[config.mk]
export PLATFORM = sky130hd
export DESIGN_NAME = one_to_four_stream_demux_flat
export DESIGN_NICKNAME = d
export VERILOG_FILES = /design/src/rtl/one_to_four_stream_demux_pkg.sv /design/src/rtl/one_to_four_stream_demux_if.sv /design/src/rtl/one_to_four_stream_demux_port_fifo.sv /design/src/rtl/one_to_four_stream_demux.sv /design/src/flat_wrapper.sv
export SDC_FILE = /design/constraint.sdc
export NUM_CORES = 1
export LEC_CHECK = 0
export BUFFER_PORTS_ARGS = -buffer_cell sky130_fd_sc_hd__buf_2
export CELL_PAD_IN_SITES_DETAIL_PLACEMENT = 0
export CELL_PAD_IN_SITES_GLOBAL_PLACEMENT = 1
export CORE_MARGIN = 4
export CORE_UTILIZATION = 44
export CTS_CLUSTER_SIZE = 25
export DETAILED_ROUTE_END_ITERATION = 12
export PLACE_DENSITY = 0.89
export SYNTH_ARGS = -nofsm -noshare
export SYNTH_HDL_FRONTEND = slang
export SYNTH_SLANG_ARGS = --single-unit
[constraint.sdc]
create_clock -name clk -period 2.54 [get_ports clk]
set_input_delay 0.508 -clock clk [delete_from_list [all_inputs] [get_ports clk]]
set_output_delay 0.508 -clock clk [all_outputs]
set_load 0.02 [all_outputs]
[src/rtl/one_to_four_stream_demux_pkg.sv]
// Shared definitions for the one-to-four stream demux: port indices, FIFO
// state encoding and default widths.
package one_to_four_stream_demux_pkg;

  localparam int DEFAULT_N     = 8;
  localparam int DEFAULT_CNT_W = 8;

  localparam logic [1:0] PORT0 = 2'b00;
  localparam logic [1:0] PORT1 = 2'b01;
  localparam logic [1:0] PORT2 = 2'b10;
  localparam logic [1:0] PORT3 = 2'b11;

  typedef enum logic [1:0] {
    EMPTY = 2'b00,
    ONE   = 2'b01,
    FULL  = 2'b10
  } fifo_state_t;

  // One-hot decode of the {B,A} select.
  function automatic logic [3:0] port_onehot(input logic [1:0] sel);
    logic [3:0] hot;
    hot = 4'b0000;
    unique case (sel)
      PORT0:   hot = 4'b0001;
      PORT1:   hot = 4'b0010;
      PORT2:   hot = 4'b0100;
      default: hot = 4'b1000;
    endcase
    return hot;
  endfunction

endpackage

[src/rtl/one_to_four_stream_demux_if.sv]
// Producer stream in, four consumer streams out. The master side drives the
// input word and the consumer ready bits; the slave side is the demux.
interface one_to_four_stream_demux_if
  import one_to_four_stream_demux_pkg::*;
#(
  parameter int N     = DEFAULT_N,
  parameter int CNT_W = DEFAULT_CNT_W
) ();

  logic             in_valid;
  logic             in_ready;
  logic [N-1:0]     in_data;
  logic             A;
  logic             B;
  logic [3:0]       out_valid;
  logic [3:0]       out_ready;
  logic [N-1:0]     out_data0;
  logic [N-1:0]     out_data1;
  logic [N-1:0]     out_data2;
  logic [N-1:0]     out_data3;
  logic [CNT_W-1:0] out_count0;
  logic [CNT_W-1:0] out_count1;
  logic [CNT_W-1:0] out_count2;
  logic [CNT_W-1:0] out_count3;

  modport master (
    output in_valid, in_data, A, B, out_ready,
    input  in_ready, out_valid,
    input  out_data0, out_data1, out_data2, out_data3,
    input  out_count0, out_count1, out_count2, out_count3
  );

  modport slave (
    input  in_valid, in_data, A, B, out_ready,
    output in_ready, out_valid,
    output out_data0, out_data1, out_data2, out_data3,
    output out_count0, out_count1, out_count2, out_count3
  );

endinterface

[src/rtl/one_to_four_stream_demux_port_fifo.sv]
// Two-entry FIFO for one consumer port, with head output, EMPTY/ONE/FULL
// state register and a wrapping count of delivered words.
module demux_port_fifo
  import one_to_four_stream_demux_pkg::*;
#(
  parameter int N     = DEFAULT_N,
  parameter int CNT_W = DEFAULT_CNT_W
) (
  input  logic             clk,
  input  logic             reset_n,
  input  logic             push_i,
  input  logic [N-1:0]     data_i,
  input  logic             ready_i,
  output logic             valid_o,
  output logic             full_o,
  output logic [N-1:0]     data_o,
  output logic [CNT_W-1:0] count_o
);

  fifo_state_t      state_q;
  logic [N-1:0]     head_q;
  logic [N-1:0]     tail_q;
  logic [CNT_W-1:0] count_q;
  logic [CNT_W-1:0] count_d;
  logic             pop;

  assign valid_o = (state_q != EMPTY);
  assign full_o  = (state_q == FULL);
  assign data_o  = head_q;
  assign count_o = count_q;
  assign pop     = valid_o & ready_i;
  assign count_d = count_q + CNT_W'(pop);

  always_ff @(posedge clk or negedge reset_n) begin
    if (!reset_n) begin
      state_q <= EMPTY;
      head_q  <= '0;
      tail_q  <= '0;
      count_q <= '0;
    end else begin
      count_q <= count_d;
      unique case (state_q)
        EMPTY: begin
          if (push_i) begin
            head_q  <= data_i;
            state_q <= ONE;
          end
        end
        ONE: begin
          unique case ({push_i, pop})
            2'b10: begin
              tail_q  <= data_i;
              state_q <= FULL;
            end
            2'b01: state_q <= EMPTY;
            // Head leaves and the new word takes its place.
            2'b11: head_q <= data_i;
            default: ;
          endcase
        end
        FULL: begin
          // Without a pop the top level never pushes here.
          if (pop) begin
            head_q <= tail_q;
            if (push_i) begin
              tail_q <= data_i;
            end else begin
              state_q <= ONE;
            end
          end
        end
        default: state_q <= EMPTY;
      endcase
    end
  end

endmodule

[src/rtl/one_to_four_stream_demux.sv]
// Routes each input word to one of four buffered consumer ports chosen by
// {B,A}; a stalled port only back-pressures words addressed to it.
module one_to_four_stream_demux
  import one_to_four_stream_demux_pkg::*;
#(
  parameter int N     = DEFAULT_N,
  parameter int CNT_W = DEFAULT_CNT_W
) (
  input  logic                    clk,
  input  logic                    reset_n,
  one_to_four_stream_demux_if.slave bus
);

  logic [1:0]       sel;
  logic [3:0]       sel_hot;
  logic             accept;
  logic [3:0]       port_full;
  logic [3:0]       port_valid;
  logic [N-1:0]     port_data  [4];
  logic [CNT_W-1:0] port_count [4];

  assign sel     = {bus.B, bus.A};
  assign sel_hot = port_onehot(sel);

  // A full port can still take a word in the cycle its head is consumed.
  assign bus.in_ready = reset_n & (~port_full[sel] | bus.out_ready[sel]);
  assign accept       = bus.in_valid & bus.in_ready;

  generate
    for (genvar gi = 0; gi < 4; gi++) begin : g_port
      demux_port_fifo #(
        .N     (N),
        .CNT_W (CNT_W)
      ) u_fifo (
        .clk     (clk),
        .reset_n (reset_n),
        .push_i  (accept & sel_hot[gi]),
        .data_i  (bus.in_data),
        .ready_i (bus.out_ready[gi]),
        .valid_o (port_valid[gi]),
        .full_o  (port_full[gi]),
        .data_o  (port_data[gi]),
        .count_o (port_count[gi])
      );
    end
  endgenerate

  assign bus.out_valid  = port_valid;
  assign bus.out_data0  = port_data[0];
  assign bus.out_data1  = port_data[1];
  assign bus.out_data2  = port_data[2];
  assign bus.out_data3  = port_data[3];
  assign bus.out_count0 = port_count[0];
  assign bus.out_count1 = port_count[1];
  assign bus.out_count2 = port_count[2];
  assign bus.out_count3 = port_count[3];

endmodule

[src/flat_wrapper.sv]
// flat-port wrapper written by rule: the top's interface ports become plain ports
module one_to_four_stream_demux_flat import one_to_four_stream_demux_pkg::*;
#(
  parameter int N     = DEFAULT_N,
  parameter int CNT_W = DEFAULT_CNT_W
)
  (clk, reset_n, bus_in_valid, bus_in_data, bus_A, bus_B, bus_out_ready, bus_in_ready, bus_out_valid, bus_out_data0, bus_out_data1, bus_out_data2, bus_out_data3, bus_out_count0, bus_out_count1, bus_out_count2, bus_out_count3);
  one_to_four_stream_demux_if #(.N(N), .CNT_W(CNT_W)) bus_i ();
  input  logic clk;
  input  logic reset_n;
  input wire logic [$bits(bus_i.in_valid)-1:0] bus_in_valid;
  input wire logic [$bits(bus_i.in_data)-1:0] bus_in_data;
  input wire logic [$bits(bus_i.A)-1:0] bus_A;
  input wire logic [$bits(bus_i.B)-1:0] bus_B;
  input wire logic [$bits(bus_i.out_ready)-1:0] bus_out_ready;
  output wire logic [$bits(bus_i.in_ready)-1:0] bus_in_ready;
  output wire logic [$bits(bus_i.out_valid)-1:0] bus_out_valid;
  output wire logic [$bits(bus_i.out_data0)-1:0] bus_out_data0;
  output wire logic [$bits(bus_i.out_data1)-1:0] bus_out_data1;
  output wire logic [$bits(bus_i.out_data2)-1:0] bus_out_data2;
  output wire logic [$bits(bus_i.out_data3)-1:0] bus_out_data3;
  output wire logic [$bits(bus_i.out_count0)-1:0] bus_out_count0;
  output wire logic [$bits(bus_i.out_count1)-1:0] bus_out_count1;
  output wire logic [$bits(bus_i.out_count2)-1:0] bus_out_count2;
  output wire logic [$bits(bus_i.out_count3)-1:0] bus_out_count3;
  assign bus_i.in_valid = bus_in_valid;
  assign bus_i.in_data = bus_in_data;
  assign bus_i.A = bus_A;
  assign bus_i.B = bus_B;
  assign bus_i.out_ready = bus_out_ready;
  assign bus_in_ready = bus_i.in_ready;
  assign bus_out_valid = bus_i.out_valid;
  assign bus_out_data0 = bus_i.out_data0;
  assign bus_out_data1 = bus_i.out_data1;
  assign bus_out_data2 = bus_i.out_data2;
  assign bus_out_data3 = bus_i.out_data3;
  assign bus_out_count0 = bus_i.out_count0;
  assign bus_out_count1 = bus_i.out_count1;
  assign bus_out_count2 = bus_i.out_count2;
  assign bus_out_count3 = bus_i.out_count3;
  one_to_four_stream_demux #(.N(N), .CNT_W(CNT_W)) u_core (.clk(clk), .reset_n(reset_n), .bus(bus_i));
endmodule
* Word-level counts from Yosys, hierarchy flattened
Index checks and enable logic that the tools add are counted.
** Storage, ports and cells
- Word-level logic and storage cells :: 165
- Bits of input ports :: 17
- Register bits after elaboration :: 104
** Operators by class
- $lt $le $gt $ge :: 1
- Muxes and demuxes :: 53
- Equal/unequal tests :: 50
- Bitwise operators :: 12
- Reduce and logical (&&, ||, !) cells :: 29
- $add $sub $neg :: 4
** Operators by type and width (number)
- two-way mux 8 bit :: 20
- one-hot mux 8 bit (3 select lines) :: 4
- one-hot mux 8 bit (2 select lines) :: 4
- AND reduction 4 bit :: 12
- adder 8 x 1 -> 8 bit :: 4
- != test 2 bit (second input constant) :: 16
- == test 2 bit (second input constant) :: 13
- two-way mux 2 bit :: 12
- one-hot mux 2 bit (3 select lines) :: 4
- == test 2 x 1 -> 1 bit (second input constant) :: 9
- != test 2 x 1 -> 1 bit (second input constant) :: 8
- one-hot mux 2 bit (2 select lines) :: 4
- nonzero test 2 bit :: 8
- != test 3 x 2 -> 1 bit (second input constant) :: 4
- one-hot mux 4 bit (3 select lines) :: 1
- nonzero test 3 bit :: 4
- bitwise AND 1 bit :: 10
- zero test 2 bit :: 5
- binary-select mux 1 bit (select 2 bit) :: 2
- less-than comparator 2 x 3 -> 1 bit (second input constant) :: 1
- two-way mux 1 bit :: 2
- inverter 1 bit :: 1
- OR 1 bit :: 1

* Logic depth before layout (Yosys ltp)
Gate-level depths: netlist of run 1.
- Word-level depth :: 11
- Gate-level depth with buffers :: 8

* Hierarchy
A second synthesis of run 1 with hierarchy kept.
** Second synthesis, totals
- Cell total of the unflattened synthesis :: 349
- Area, all modules :: 4887.2 um^2
** Modules (own cells, without submodules)
- demux_port_fifo :: seq. area each 650.6 um^2, cells each 83, area each 1196.1 um^2, instances 4
- one_to_four_stream_demux :: seq. area each 0.0 um^2, cells each 17, area each 102.6 um^2, instances 1

* Worst setup path after synthesis of run 1
Ideal clock, no wire load.
- Path type :: input-to-output
- From :: in bus_B
- To :: out bus_in_ready
- Data required time :: 2.032 ns
- Cell stages on the path :: 3
- Slack :: 0.526 ns
- Data arrival time :: 1.506 ns
- Buffers on the path :: 1
- Path through :: buf_2 nor4bb_1 nor4_1
** On the way
- Cells in the longest elaborated chain, start to end :: 5
** RTL lines
- start: declaration :: RTL line flat_wrapper.sv:14 : input wire logic [$bits(bus_i.B)-1:0] bus_B;
- binary-select mux 1 bit (select 2 bit) :: RTL line one_to_four_stream_demux.sv:26 : assign bus.in_ready = reset_n & (~port_full[sel] | bus.out_ready[sel]);
- two-way mux 1 bit (implied by the code) :: RTL line one_to_four_stream_demux.sv:26
- inverter 1 bit :: RTL line one_to_four_stream_demux.sv:26
- OR 1 bit (*) :: RTL line one_to_four_stream_demux.sv:26
- bitwise AND 1 bit (*) :: RTL line one_to_four_stream_demux.sv:26
- end: declaration :: RTL line flat_wrapper.sv:16 : output wire logic [$bits(bus_i.in_ready)-1:0] bus_in_ready;
Mark *: on every way between the ends. The rest lies on a longest branch, timed or not. The select of a mux whose other input is x is not followed.

* Worst setup path after layout of run 1
- From :: reg u_core.g_port[1].u_fifo.state_q[0]
- To :: out bus_in_ready
** On the way
- Cells in the longest elaborated chain, start to end :: 6
** RTL lines
- start: declaration :: RTL line one_to_four_stream_demux_port_fifo.sv:20 : fifo_state_t state_q;
- start signal: assignment :: RTL line one_to_four_stream_demux_port_fifo.sv:36 : state_q <= EMPTY;
- start signal: assignment :: RTL line one_to_four_stream_demux_port_fifo.sv:46 : state_q <= ONE;
- start signal: assignment :: RTL line one_to_four_stream_demux_port_fifo.sv:53 : state_q <= FULL;
- == test 2 bit :: RTL line one_to_four_stream_demux_port_fifo.sv:28 : assign full_o = (state_q == FULL);
- binary-select mux 1 bit (select 2 bit) :: RTL line one_to_four_stream_demux.sv:26
- two-way mux 1 bit (implied by the code) :: RTL line one_to_four_stream_demux.sv:26
- inverter 1 bit :: RTL line one_to_four_stream_demux.sv:26
- OR 1 bit :: RTL line one_to_four_stream_demux.sv:26
- bitwise AND 1 bit :: RTL line one_to_four_stream_demux.sv:26
No other way between the ends. The select of a mux whose other input is x is not followed.

==> results.ini, run 1 <==
[setup_path]
worst-path-max-fanout=14
crit_arrival_ns=1.74
worstSetupPathType=flip-flop to output pin
critPathLaunchType=flip-flop
crit_path_end_kind=output pin
crit_required_ns=2.03

[clock_network]
cts_buffers=9
cts_buffer_depth=2
cts_hold_buf=0
clkLatencyLatePin_ns=0.37
clkTransAtPathRegs_ns=0.10
cts_tree=done
cts.htree.levels=3
clock-sinks=104
clockRootBuffer=clkbuf_8

[logic_synthesis]
synth_flop_cell=dfrtp_1
synth_cell_types=48
syn-num-nets=425
yosys.area.top_type=dfrtp_1
yosysSeqAreaShare=0.553
synthArstFlopShare=1.00
synth_top_area_frac=0.553
syn_inst=400
yosysWarnings=0
ys_ff_latch=104
synth_area_leaders=dfrtp_1, o22a_1, mux2_1
synth-edff-count=0
synth_area_sq_mm=0.00470
syn_avg_cell_area_sq_um=11.8

[floorplanning]
rows=37
die_width_um=111
core_sq_mm=0.0104
die_y_um=111
dieArea_sq_mm=0.0124
initial_core_util=0.454
ios=86

[worst_hold_path]
hp-class=input port to async pin

[layout]
layout_commonest_cell=dfrtp_1
final_cell_mix=dfrtp_1, buf_2, o22ai_1
drive_gt1_frac=0.266
syn2layout_area_growth_pct=15.2
diodes=0
nNetsFinal=498
fin_area_sq_mm=0.00542

[timing]
drv_slew=0
setup_tns_ns=0
rsz0062_at_grt=no
setup_viol=0
min_period_ns=2.24
relSlewSlack=0.431
fin_ws_ns=0.296
worst_pin_slew_ns=0.853
hold_viol_final=0
whs_ns=0.00892
clock_skew_ns=0.0103
fmax_mhz=446
period_share=0.884

[pwr]
switchingPower_mw=1.49
power.density_mw_per_mm2=809
power_frac_seq=0.512
power_mw=4.38
combinationalPowerShare=0.246
p_int_mw=2.89
peakVddDrop_v=0.000431
clkPwrFrac=0.242
switching_share=0.340
p_leak_nw=2.56

[global_route]
antenna_found_initial=0
grt_pass1_vias=3352
globalRouteTotalUtil=0.169
grt_pass1_wl_mm=17.1
grt_max_degree=69
overflow=0

[detailed_routing]
routed_wl_mm=10.4
drt-initial-drc-count=215
ant_nets=0
wire_per_inst_um=16.9
drcViolationCount=0
viasPerCell=5.61
num_vias=3446
dr.pass1.iters=4

[placed_design]
gp_congestion=0.795
dp_hpwl_mm=7.30
place_ws_ns=0.419
place_area_sq_mm=0.00520
portBuffers=85

[flow_run]
drv_cap=0

[run_status]
status=finished clean

area by class of cell:
class / instances / area [sq um]
Fill cell: 930 / 4950
Sequential cell: 104 / 2610
Multi-Input combinational cell: 269 / 1980
Timing Repair Buffer: 88 / 450
Tap cell: 136 / 170
Clock buffer: 11 / 141
Clock inverter: 5 / 63.8
Inverter: 1 / 3.75
power by group through the flow:
stage	Combinational [mW]	Sequential, mW	Clock (mW)
after floorplan	0.350	2.57	0
after global placement	1.07	2.26	0
after detailed placement	1.10	2.28	0
after CTS	1.10	2.24	1.09
after global routing	1.17	2.29	1.17
final	1.08	2.24	1.06
path summary, 6_finish.rpt:
check                                                     endpoint  slack (ns)  cells after the start                          startpoint
worst max register to register  u_core.g_port[1].u_fifo.count_o[6]        0.61                      7  u_core.g_port[1].u_fifo.state_q[1]
worst min-delay path            u_core.g_port[2].u_fifo.state_q[1]       0.009                      1                             reset_n
max in group asynchronous        u_core.g_port[3].u_fifo.tail_q[1]        1.03                      3                             reset_n
worst max-delay path                                  bus_in_ready        0.30                      4  u_core.g_port[1].u_fifo.state_q[0]
min in group clk                u_core.g_port[1].u_fifo.count_o[7]        0.47                      1  u_core.g_port[1].u_fifo.count_o[7]
worst min register to register  u_core.g_port[1].u_fifo.count_o[7]        0.47                      1  u_core.g_port[1].u_fifo.count_o[7]
worst max-delay path, stage by stage, from the launching register on:
cell and delay [ns]:
dfrtp_2 0.52, nand2b_2 0.31, nor4b_2 0.27, nor4_1 0.08, buf_2 0.18
routing by layer:
layer  vias up  track usage  routed length [um]
li1       1617            -                   -
met1      1709        0.236                4900
met2       106        0.262                4630
met3        14       0.0489                 675
met4         0       0.0397                 157
met5         -            0                   0
Yosys cell counts (2+ instances only):
library cell / instances
and2_1: 6
ha_1: 8
xor2_1: 8
and3_1: 6
nor2_1: 24
nor2b_1: 4
o22a_1: 24
clkbuf_1: 5
nand2_1: 13
o32a_1: 8
o22ai_1: 29
buf_2: 9
dfrtp_1: 104
a21oi_1: 12
nand2b_1: 10
buf_1: 8
o21a_1: 24
mux2_2: 6
nand3b_1: 4
mux2_1: 18
and4b_1: 2
nand3_1: 12
xnor2_1: 16
nand4b_1: 2
o21ai_1: 4
or2_2: 7
buf_4: 4
or3_1: 3
stage by stage:
stage / instances / util
2_1_floorplan: 400 / -
3_3_place_gp: 598 / 0.502
3_5_place_dp: 598 / 0.502
4_1_cts: 614 / 0.521
5_1_grt: 614 / 0.522
6_report: 614 / 0.522
logic make-up after synthesis:
kind of cell             Yosys count  share of synthesized area
buffers and inverters             27                     0.0271
adder cells (fa/ha/maj)            8                     0.0213
flip-flops                       104                      0.553
AO/OA/AOI/OAI                    108                      0.169
multiplexers                      25                     0.0596
XOR/XNOR                          24                     0.0447
AND/OR/NAND/NOR                  104                      0.126
what timing repair did:
item	4_1_cts	5_1_grt
endpoints found under the hold margin	0	0
gates resized for setup	1	3
endpoints found under the setup margin	1	1
pin swaps	0	0
setup buffers	0	0
state kept, by name, indices dropped and copies added (netlist names):
signal,count
u_core.g_port.u_fifo.data_o,32
u_core.g_port.u_fifo.count_o,32
u_core.g_port.u_fifo.tail_q,32
u_core.g_port.u_fifo.state_q,8
Note: power is estimated with default switching activity, not from simulation.
==> inputs of run 2 (changes only) <==
- ABC_AREA: unset -> 1
- CORE_UTILIZATION: 44 -> 42
- PLACE_DENSITY: 0.89 -> 0.9
- SKIP_LAST_GASP: unset -> 1
- SYNTH_HIERARCHICAL: unset -> 1
==> run 2 against run 1 <==
Net effect:
- count of clock-buffer cells in the layout up 1
- clock skew about the same
- critical path depth grew 5
- setup slack worse by 0.024 ns
- fmax down 1.1%
- register-to-register slack got worse by 0.31 ns
- first-iteration DRC count up 24%
- sequential power about the same
- sequential cell count unchanged
- largest power group unchanged
==> results.ini, run 2 <==
[run_status]
status=finished clean

[placed_design]
portBuffers=85  ; unchanged
place_ws_ns=0.349  ; -0.0697 ns
gp_congestion=0.839  ; +5.5%
dp_hpwl_mm=8.96  ; +23%

[logic_synthesis]
synth_xor_area_frac=0.0268  ; -0.0178
synth_flop_cell=dfrtp_1
yosys.area.top_type=dfrtp_1
yosysWarnings=6  ; +6
ys_top_cells_by_count=nand2_1, nand3_1, dfrtp_1
synth_compound_area_frac=0.0216  ; -0.147
yosys.area_share.adder=0.0192  ; -0.00210
syn_inst=631  ; +58%
synth_top_area_frac=0.499  ; -0.0546
synth-edff-count=0  ; unchanged
ys_ff_latch=104  ; unchanged
yosys.area_share.simple=0.381  ; +0.256
synth_cell_types=24  ; -50%
synth_top_family_by_area=simple AND/OR/NAND/NOR gates
syn_avg_cell_area_sq_um=8.27  ; -30%
synthArstFlopShare=1.00  ; unchanged
yosysSeqAreaShare=0.499  ; -0.0546
synth_area_leaders=dfrtp_1, nand2_1, nand3_1
synth_area_sq_mm=0.00522  ; +11%
syn-num-nets=656  ; +54%
synth.most_common_cell=nand2_1
synth.mux.area_fraction=0  ; -0.0596

[pwr]
p_leak_nw=3.61  ; +41%
peakVddDrop_v=0.000315  ; -27%
power_mw=4.86  ; +11%
power.density_mw_per_mm2=785  ; -2.9%

[clock_network]
cts_buffer_depth=2  ; unchanged
clock-sinks=104  ; unchanged
clockRootBuffer=clkbuf_16
post-cts-setup-buffer-count=0  ; unchanged
cts_resized=0  ; -1
clkTransAtPathRegs_ns=0.07  ; -0.03 ns
cts_tree=done
cts_hold_buf=0  ; unchanged
cts_buffers=9  ; unchanged
cts.htree.levels=3  ; unchanged
clkLatencyLatePin_ns=0.35  ; -0.02 ns

[timing]
setup_tns_ns=0  ; unchanged
whs_ns=0.0215  ; +0.0126 ns
drv_slew=0  ; unchanged
worst_pin_slew_ns=0.612  ; -0.242 ns
fin_ws_ns=0.271  ; -0.0244 ns
hold_viol_final=0  ; unchanged
setup_viol=0  ; unchanged
period_share=0.893  ; +0.00960
clock_skew_ns=0.0103  ; +0.0000322 ns
min_period_ns=2.27  ; +0.0244 ns
rsz0062_at_grt=no
fmax_mhz=441  ; -1.1%
relSlewSlack=0.592  ; +0.161

[setup_path]
crit_slowest_cell=dfrtp_1
cpPeakStageDelay_ns=0.41  ; -0.11 ns
critPathTopFamily=buffers and inverters
worst-path-max-fanout=11  ; -3
worst_path_most_repeated_cell=nand2_1
crit_path_end_kind=output pin
crit_required_ns=2.03  ; about the same
worstSetupPathType=flip-flop to output pin
crit_buf_inv=3  ; +2
critPathLaunchType=flip-flop
crit_arrival_ns=1.76  ; +0.02 ns
cp_cell_sequence=inv_1, nand2_2, inv_1, nand2_1, nand2_1, nand2_1, nand2_2, a21boi_1, buf_2

[detailed_routing]
wire_per_inst_um=13.8  ; -18%
viasPerCell=4.94  ; -12%
drt-initial-drc-count=267  ; +24%
ant_nets=0  ; unchanged
routed_wl_mm=12.4  ; +20%
dr.pass1.iters=6  ; +2
drcViolationCount=0  ; unchanged
num_vias=4447  ; +29%

[global_route]
grt_pass1_wl_mm=21.2  ; +24%
globalRouteTotalUtil=0.185  ; +0.0160
grt_pass1_vias=4314  ; +29%
overflow=0  ; unchanged
antenna_found_initial=0  ; unchanged
grt_max_degree=48  ; -30%

[flow_run]
drv_cap=0  ; unchanged

[worst_hold_path]
hp-class=input port to async pin

[layout]
diodes=0  ; unchanged
layout_commonest_cell=nand2_1
drive_gt1_frac=0.205  ; -0.0611
nNetsFinal=753  ; +51%
fin_util=0.511  ; -0.0118
n_fill_cell=1181  ; +27%
syn2layout_area_growth_pct=18.5
final_cell_mix=nand2_1, nand3_1, dfrtp_1, buf_2, inv_1

[floorplanning]
core_sq_mm=0.0121  ; +17%
die_width_um=119  ; +7.3%
dieArea_sq_mm=0.0143  ; +15%
ios=86  ; unchanged
rows=40  ; +8.1%
die_y_um=119  ; +7.3%
initial_core_util=0.431  ; -0.0227

-- run 2: cell count changes after synthesis, sizes merged, moves of 12 or more --
cell   delta
a21oi    -13
buf      -12
inv      +46
mux2     -24
nand2   +258
nand3   +108
o21a     -24
o22a     -24
o22ai    -29
xnor2    -12
-- run 2: final cells by class --
| class | count | area, sq um | area share |
|---|---|---|---|
| Multi-Input combinational cell | 467 | 2340 | 0.379 |
| Inverter | 47 | 179 | 0.0289 |
| Clock buffer | 12 | 267 | 0.0431 |
| Timing Repair Buffer | 99 | 533 | 0.0862 |
| Clock inverter | 4 | 51.3 | 0.00829 |
| Tap cell | 168 | 210 | 0.0340 |
| Sequential cell | 104 | 2600 | 0.421 |
-- run 2: kinds of logic (layout without fill, tap and decap cells) --
family | Yosys count | after routing
adders and majority gates | 8 | 8
and+or+nand+nor | 430 | 430
xor gates and xnor gates | 16 | 16
AOI/OAI and AO/OA | 13 | 13
DFF | 104 | 104
buffers and inverters | 60 | 162
-- run 2: stage by stage --
step	instance area, sq um	cells
after floorplan	5220	631
after global placement	5870	885
after detailed placement	5870	885
after CTS	6180	901
after global routing	6180	901
final	6180	901
-- run 2: worst paths after layout --
check                                                        start                                 to  slack (ns)  cells after the start
worst max-delay path            u_core/g_port[0].u_fifo/state_q[0]                       bus_in_ready        0.27                      9
worst min-delay path                                       reset_n  u_core/g_port[0].u_fifo/tail_q[7]        0.02                      1
worst max register to register  u_core/g_port[0].u_fifo/state_q[0]  u_core/g_port[1].u_fifo/tail_q[5]        0.30                     15
worst min register to register   u_core/g_port[1].u_fifo/data_o[4]  u_core/g_port[1].u_fifo/data_o[4]        0.48                      2
max in group asynchronous                                  reset_n  u_core/g_port[3].u_fifo/data_o[3]        1.11                      3
min in group clk                 u_core/g_port[1].u_fifo/data_o[4]  u_core/g_port[1].u_fifo/data_o[4]        0.48                      2
-- run 2: worst reg2reg max path: stages (launching register included) --
cell and delay (ns):
dfrtp_1 0.41, inv_1 0.21, nand2_2 0.12, inv_1 0.06, nand2_1 0.06, nand2_1 0.05, nand2_1 0.06, nand2_2 0.05
nand2_2 0.06, nand3_2 0.09, nor2_1 0.16, buf_4 0.17, nand4_2 0.31, nand2_4 0.22, nand2_1 0.08, nand2_1 0.07
-- run 2: metal layers --
| layer | wire length [um] | track usage |
|---|---|---|
| met1 | 5790 | 0.257 |
| met2 | 5830 | 0.288 |
| met3 | 607 | 0.0380 |
| met4 | 172 | 0.0651 |
| met5 | 0 | 0 |
-- run 2: report_power, final --
part	switching [mW]	internal, mW	leakage [nW]	total [mW]
Sequential	0.253	1.98	1.34	2.24
Clock	0.603	0.845	0.155	1.45
Combinational	0.782	0.389	2.12	1.17
